## config.mk

```make
export PLATFORM = sky130hd
export DESIGN_NAME = hamming_decoder
export DESIGN_NICKNAME = d
export VERILOG_FILES = /design/src/rtl/hamming_decoder.sv
export SDC_FILE = /design/constraint.sdc
export NUM_CORES = 1
export LEC_CHECK = 0
export CAP_MARGIN = 20
export CORE_UTILIZATION = 38
export DETAILED_ROUTE_END_ITERATION = 8
export PLACE_DENSITY_LB_ADDON = 0.05
export SYNTH_ARGS = -nofsm -noshare
export SYNTH_HDL_FRONTEND = slang
export SYNTH_SLANG_ARGS = --single-unit
export TNS_END_PERCENT = 20
```

## constraint.sdc

```tcl
create_clock -name clk -period 1.1 [get_ports clk]
set_input_delay 0.165 -clock clk [delete_from_list [all_inputs] [get_ports clk]]
set_output_delay 0.165 -clock clk [all_outputs]
set_load 0.02 [all_outputs]
```

## src/rtl/hamming_decoder.sv

```systemverilog
`timescale 1ns/1ps
// -----------------------------------------------------------------------------
// hamming_decoder
//
// Purpose:
//   Two-stage pipelined Hamming(7,4) single-error-correcting decoder with a
//   valid/ready handshake on both sides and an optional saturating counter of
//   corrected words.
//
//   Stage 1 registers the raw codeword together with its syndrome.
//   Stage 2 registers the corrected data, the syndrome and a corrected flag.
//   Double-bit errors are not detected: any nonzero syndrome is treated as a
//   single-bit error and the indicated bit is flipped.
//
// Codeword layout (code_in):
//   bit0=p1 bit1=p2 bit2=d0 bit3=p3 bit4=d1 bit5=d2 bit6=d3
//
// Ports:
//   clk           in   single clock, rising edge
//   rst_n         in   synchronous active-low reset
//   enable        in   low blocks acceptance of new codewords (pipeline drains)
//   in_valid      in   code_in carries a codeword
//   in_ready      out  codeword accepted this cycle
//   code_in       in   7-bit codeword
//   out_valid     out  data_out / syndrome / err_corrected are valid
//   out_ready     in   downstream takes the output word this cycle
//   data_out      out  corrected data {d3,d2,d1,d0}
//   syndrome      out  {s3,s2,s1} of the output word
//   err_corrected out  output word had a nonzero syndrome (one bit flipped)
//   cnt_clr       in   synchronous clear of err_count
//   err_count     out  saturating count of corrected words transferred out
//
// Parameter:
//   CNT_W         width of err_count (default 8)
//
// Configuration macro:
//   HAMMING_DEC_STATS_EN  when defined, err_count / cnt_clr are live; when
//                         undefined, err_count is tied to zero and cnt_clr is
//                         ignored (the port list does not change).
// -----------------------------------------------------------------------------
module hamming_decoder #(
  parameter int CNT_W = 8
) (
  input  logic             clk,
  input  logic             rst_n,
  input  logic             enable,
  input  logic             in_valid,
  output logic             in_ready,
  input  logic [6:0]       code_in,
  output logic             out_valid,
  input  logic             out_ready,
  output logic [3:0]       data_out,
  output logic [2:0]       syndrome,
  output logic             err_corrected,
  input  logic             cnt_clr,
  output logic [CNT_W-1:0] err_count
);

  // ---------------------------------------------------------------------------
  // Input-side syndrome. Each syndrome bit is the parity of the codeword bits
  // whose (1-based) position has that bit set, so a single flipped bit at
  // index i yields syndrome i+1.
  // ---------------------------------------------------------------------------
  logic [2:0] syn_in;

  assign syn_in[0] = code_in[0] ^ code_in[2] ^ code_in[4] ^ code_in[6];
  assign syn_in[1] = code_in[1] ^ code_in[2] ^ code_in[5] ^ code_in[6];
  assign syn_in[2] = code_in[3] ^ code_in[4] ^ code_in[5] ^ code_in[6];

  // ---------------------------------------------------------------------------
  // Handshake control
  // ---------------------------------------------------------------------------
  logic       s1_valid;
  logic [6:0] s1_code_reg;
  logic [2:0] s1_syn_reg;
  logic       s2_load;
  logic       in_xfer;

  // Stage 2 can take a new word when it is empty or its word leaves now.
  assign s2_load = ~out_valid | out_ready;

  // Stage 1 can take a new word when it is empty or its word moves on now.
  // Gating with rst_n keeps the input closed for the whole reset period.
  assign in_ready = rst_n & enable & (~s1_valid | s2_load);
  assign in_xfer  = in_valid & in_ready;

  // ---------------------------------------------------------------------------
  // Stage 1: raw codeword + syndrome
  // ---------------------------------------------------------------------------
  always_ff @(posedge clk) begin
    if (!rst_n) begin
      s1_valid    <= 1'b0;
      s1_code_reg <= '0;
      s1_syn_reg  <= '0;
    end else if (in_xfer) begin
      s1_valid    <= 1'b1;
      s1_code_reg <= code_in;
      s1_syn_reg  <= syn_in;
    end else if (s2_load) begin
      // Word moved to stage 2 and nothing replaced it.
      s1_valid    <= 1'b0;
    end
  end

  // ---------------------------------------------------------------------------
  // Correction: flip the bit addressed by the syndrome. A zero syndrome
  // matches no position, so the word passes through unchanged.
  // ---------------------------------------------------------------------------
  logic [6:0] corrected;

  generate
    for (genvar gi = 0; gi < 7; gi++) begin : g_correct
      assign corrected[gi] = s1_code_reg[gi] ^ (s1_syn_reg == 3'(gi + 1));
    end
  endgenerate

  logic [3:0] s1_data;

  assign s1_data = {corrected[6], corrected[5], corrected[4], corrected[2]};

  // ---------------------------------------------------------------------------
  // Stage 2: corrected data, syndrome and flag. Holds while stalled so the
  // downstream side sees a stable word until it accepts it.
  // ---------------------------------------------------------------------------
  always_ff @(posedge clk) begin
    if (!rst_n) begin
      out_valid     <= 1'b0;
      data_out      <= '0;
      syndrome      <= '0;
      err_corrected <= 1'b0;
    end else if (s2_load) begin
      out_valid <= s1_valid;
      if (s1_valid) begin
        data_out      <= s1_data;
        syndrome      <= s1_syn_reg;
        err_corrected <= |s1_syn_reg;
      end
    end
  end

  // ---------------------------------------------------------------------------
  // Corrected-word statistics
  // ---------------------------------------------------------------------------
`ifdef HAMMING_DEC_STATS_EN
  localparam logic [CNT_W-1:0] CNT_MAX = '1;

  logic             out_xfer;
  logic [CNT_W-1:0] err_count_reg;

  assign out_xfer = out_valid & out_ready;

  // Clear has priority over a same-cycle increment; the count sticks at
  // all-ones instead of wrapping.
  always_ff @(posedge clk) begin
    if (!rst_n) begin
      err_count_reg <= '0;
    end else if (cnt_clr) begin
      err_count_reg <= '0;
    end else if (out_xfer && err_corrected && (err_count_reg != CNT_MAX)) begin
      err_count_reg <= err_count_reg + CNT_W'(1);
    end
  end

  assign err_count = err_count_reg;
`else
  // Statistics compiled out: the clear input is accepted but has no effect.
  logic unused_cnt_clr;

  assign unused_cnt_clr = cnt_clr;
  assign err_count      = '0;
`endif

endmodule

```

# Word-level counts from Yosys, hierarchy flattened
# Index checks and enable logic that the tools add are counted.
classes:
  n_eq_ne: 4
  muxes: 2
  bitwise: 20
  n_reduce_logical: 3
ops:
  columns: ["cell", "count"]
  rows:
  - ["$xor 1x1->1", 13]
  - ["$eq 3x3->1 const B", 3]
  - ["$and 1x1->1", 3]
  - ["$eq 3x2->1 const B", 1]
  - ["$reduce_or 3->1", 1]
  - ["$mux 1", 2]
  - ["$not 1->1", 2]
  - ["$or 1x1->1", 2]
  - ["$reduce_and 2->1", 1]
  - ["$reduce_bool 2->1", 1]
totals:
  register_bits: 20
  input_bits: 13
  output_inout_bits: 18
  word_cells: 36

# Logic depth before layout (Yosys ltp)
depth:
  ltp_word: 6
  mapped_depth: 4
  mapped_depth_nobuf: 3

# Worst setup path before layout
# Ideal clock, no wire load.
synth_timing:
  kind: "reg-to-output"
  startpoint: "reg out_valid"
  endpoint: "out in_ready"
  arrival_time_ns: 1.016
  t_required_ns: 0.935
  slack_ns: -0.081
  path_stages_with_launch: 3
  path_buffers: 0
  cell_sequence: "dfxtp_1 nand3b_1 and3_1"
synth_between:
  elab_chain_cells: 4
synth_lines:
  columns: ["item", "line", "rtl"]
  rows:
  - ["start: declaration", "50", "output logic out_valid,"]
  - ["start signal: assignment", "132", "out_valid <= s1_valid;"]
  - ["$not 1->1", "80", "assign s2_load = ~out_valid | out_ready;"]
  - ["$or 1x1->1", "80", null]
  - ["$or 1x1->1", "84", "assign in_ready = rst_n & enable & (~s1_valid | s2_load);"]
  - ["$and 1x1->1", "84", null]
  - ["end: declaration", "48", "output logic in_ready,"]
# Every way passes these cells.

# Worst setup path in the final report
layout_timing:
  startpoint: "reg s1_valid"
  endpoint: "out in_ready"
layout_between:
  elab_chain_cells: 3
layout_lines:
  columns: ["item", "line", "rtl"]
  rows:
  - ["start: declaration", "73", "logic s1_valid;"]
  - ["start signal: assignment", "92", "s1_valid <= 1'b0;"]
  - ["start signal: assignment", "96", "s1_valid <= 1'b1;"]
  - ["start signal: assignment", "101", "s1_valid <= 1'b0;"]
  - ["$not 1->1", "84", null]
  - ["$or 1x1->1", "84", null]
  - ["$and 1x1->1", "84", null]
# Every way passes these cells.

==> impl_metrics.env <==
export IMPL_status="finished, violations left"
export IMPL_violations="negative setup slack"
export IMPL_final_period_utilization_pct=107
export IMPL_hold_class="flip-flop to flip-flop"
export IMPL_grt_max_degree=11
export IMPL_crit_chain="nand3b_1, and3_4, buf_6"
export IMPL_diodes=0
export IMPL_die_w_um=48.9
export IMPL_crit_fanout=2
export IMPL_grt_use_met3_pct=5.61
export IMPL_hold_buffers=0
export IMPL_met1_usage_pct=18.2
export IMPL_via_per_inst=4.95
export IMPL_cts_max_level=1
export IMPL_place_gp_congestion=0.762
export IMPL_grt_use_met2_pct=31.5
export IMPL_max_freq_ghz=0.849
export IMPL_dr_pass1_iters=4
export IMPL_dp_slack_ns=-0.624
export IMPL_top_usage_layer="met2"
export IMPL_ir_worst_vdd_v=0.000800
export IMPL_grt_pass1_wl_um=3150
export IMPL_drive_above_1_share_pct=35.9
export IMPL_skew_ns=0.00385
export IMPL_drt_total_wl_um=1830
export IMPL_syn_inst=100
export IMPL_worstSkewPairLatency_ns=0.28
export IMPL_p_leak_nw=0.474
export IMPL_drc=0
export IMPL_dr_total_vias=836
export IMPL_ys_seq_area_share_pct=40.7
export IMPL_cts_made_buffers=3
export IMPL_cap_violations=0
export IMPL_dp_hpwl_um=1450
export IMPL_crit_slowest_cell="dfxtp_2"
export IMPL_first_iter_violations=7
export IMPL_final_hold_violation_count=0
export IMPL_start_kind="flip-flop"
export IMPL_area_delta_synth_final_pct=47.5
export IMPL_grt_pass1_vias=794
export IMPL_dieHeight_um=48.9
export IMPL_ys_ff_latch=17
export IMPL_avgSynthCellArea_um2=8.36
export IMPL_root_buffer="clkbuf_4"
export IMPL_post_route_util_pct=61.0
export IMPL_required_ns=0.94
export IMPL_regArea_um2=352
export IMPL_start_util_pct=41.3
export IMPL_num_io_pins=31
export IMPL_critical_path_max_stage_delay_ns=0.33
export IMPL_wire_per_inst_um=10.8
export IMPL_synth_area_um2=836
export IMPL_rr_worst_depth=4
export IMPL_layout_nets=156
export IMPL_drv_slew=0
export IMPL_power_w=0.00123
export IMPL_cts_tree="yes"
export IMPL_clock_sinks=17
export IMPL_rsz0062_at_grt="yes"
export IMPL_dieArea_um2=2390
export IMPL_multi_input_area_um2=477
export IMPL_postRouteAntennaNets=0
export IMPL_clockBufferDepth=2
export IMPL_cts_clk_slew_worst_paths_ns=0.09
export IMPL_antenna_found_initial=0
export IMPL_crit_type="flip-flop to output port"
export IMPL_worstPathArrival_ns=1.01
export IMPL_overflow=0
export IMPL_grt_usage_pct=16.8
export IMPL_synthDistinctLibCells=23
export IMPL_setup_slack_ns=-0.0775
export IMPL_yosysWarningCount=0
export IMPL_portBuffers=21
export IMPL_hold_path_cell_count=2
export IMPL_power_density_nw_per_um2=1000
export IMPL_fill_cells=206
export IMPL_rows=16
export IMPL_core_area_um2=2020
export IMPL_crit_path_end_kind="output port"
export IMPL_period_needed_ns=1.18
export IMPL_setup_violations=1
layer usage:
layer | routed length (um) | up-vias
met1 | 804 | 384
met3 | 79 | 2
met5 | 0 | -
met4 | 13 | 0
li1 | - | 429
met2 | 929 | 21
cells in the mapped netlist, drive strengths merged:
| library cell | count | area, um^2 |
|---|---|---|
| a211oi | 5 | 37.5 |
| a21oi | 17 | 85.1 |
| a311oi | 3 | 26.3 |
| and3 | 2 | 12.5 |
| and3b | 1 | 8.76 |
| buf | 10 | 70.1 |
| clkbuf | 2 | 7.51 |
| clkinv | 1 | 3.75 |
| conb | 1 | 3.75 |
| dfxtp | 17 | 340 |
| inv | 1 | 3.75 |
| nand2 | 3 | 11.3 |
| nand2b | 1 | 6.26 |
| nand3 | 9 | 45.0 |
| nand3b | 1 | 7.51 |
| nor2 | 2 | 7.51 |
| nor2b | 1 | 6.26 |
| nor3 | 1 | 5.00 |
| o21ai | 10 | 50.1 |
| or3 | 3 | 18.8 |
| xnor2 | 8 | 70.1 |
| xor2 | 1 | 8.76 |
what timing repair did:
| action | CTS | global route |
|---|---|---|
| buffers inserted | 0 | 0 |
| pin swaps | 1 | 1 |
| setup endpoints to repair | 24 | 24 |
| gates resized for setup | 40 | 20 |
worst paths after layout:
| kind | from | end | slack (ns) |
|---|---|---|---|
| worst max register to register | s1_valid | s1_syn_reg[0] | 0 |
| worst min register to register | syndrome[1] | syndrome[1] | 0.49 |
| worst min-delay path | syndrome[1] | syndrome[1] | 0.49 |
| worst max-delay path | s1_valid | in_ready | -0.08 |
cells by family after synthesis:
kind of cell,share of synthesized area [%]
flip-flops,40.7
AO/OA/AOI/OAI,23.8
XOR/XNOR,9.43
AND/OR/NAND/NOR,15.4
buffers and inverters,10.2
other,0.449
power breakdown:
part / internal [W] / switching (W) / total [W] / leakage [nW]
combinational: 0.000136 / 0.000127 / 0.000263 / 0.318
clock: 0.000141 / 0.000181 / 0.000322 / 0.0150
sequential: 0.000634 / 0.0000157 / 0.000650 / 0.141
total: 0.000910 / 0.000324 / 0.00123 / 0.474
cell usage in the layout (no fill, tap or decap), drive strengths merged, types with 2 or more instances in the layout:
cell type	count
a211oi	5
a21oi	17
a311oi	3
and3	2
buf	25
clkbuf	10
clkdlybuf4s50	10
conb	8
dfxtp	17
nand2	3
nand3	9
nor2	2
o21ai	10
or3	3
xnor2	8
critical path, delay by kind of cell, from the launching register on:
family	cells	cell delay, ns
flip-flops	1	0.33
AND/OR/NAND/NOR	2	0.28
buffers and inverters	1	0.12
cell type report:
| cell class | instances | share of cell area [%] |
|---|---|---|
| Inverter | 2 | 0.609 |
| Clock buffer | 4 | 2.13 |
| Multi-Input combinational cell | 76 | 38.7 |
| Tap cell | 27 | 2.74 |
| Sequential cell | 17 | 28.5 |
| Timing Repair Buffer | 43 | 27.3 |
stage by stage:
| stage | area, um^2 | instances | hold WS, ns | TNS (ns) |
|---|---|---|---|---|
| after floorplan | 868 | 107 | 0.313 | 0 |
| after global placement | 1200 | 165 | 0.465 | -5.90 |
| after detailed placement | 1200 | 165 | 0.468 | -6.11 |
| after CTS | 1250 | 169 | 0.485 | -0.107 |
| after global routing | 1230 | 169 | 0.510 | -0.479 |
| final | 1230 | 169 | 0.487 | -0.0775 |
No activity file was read; power rests on OpenSTA's default activity.
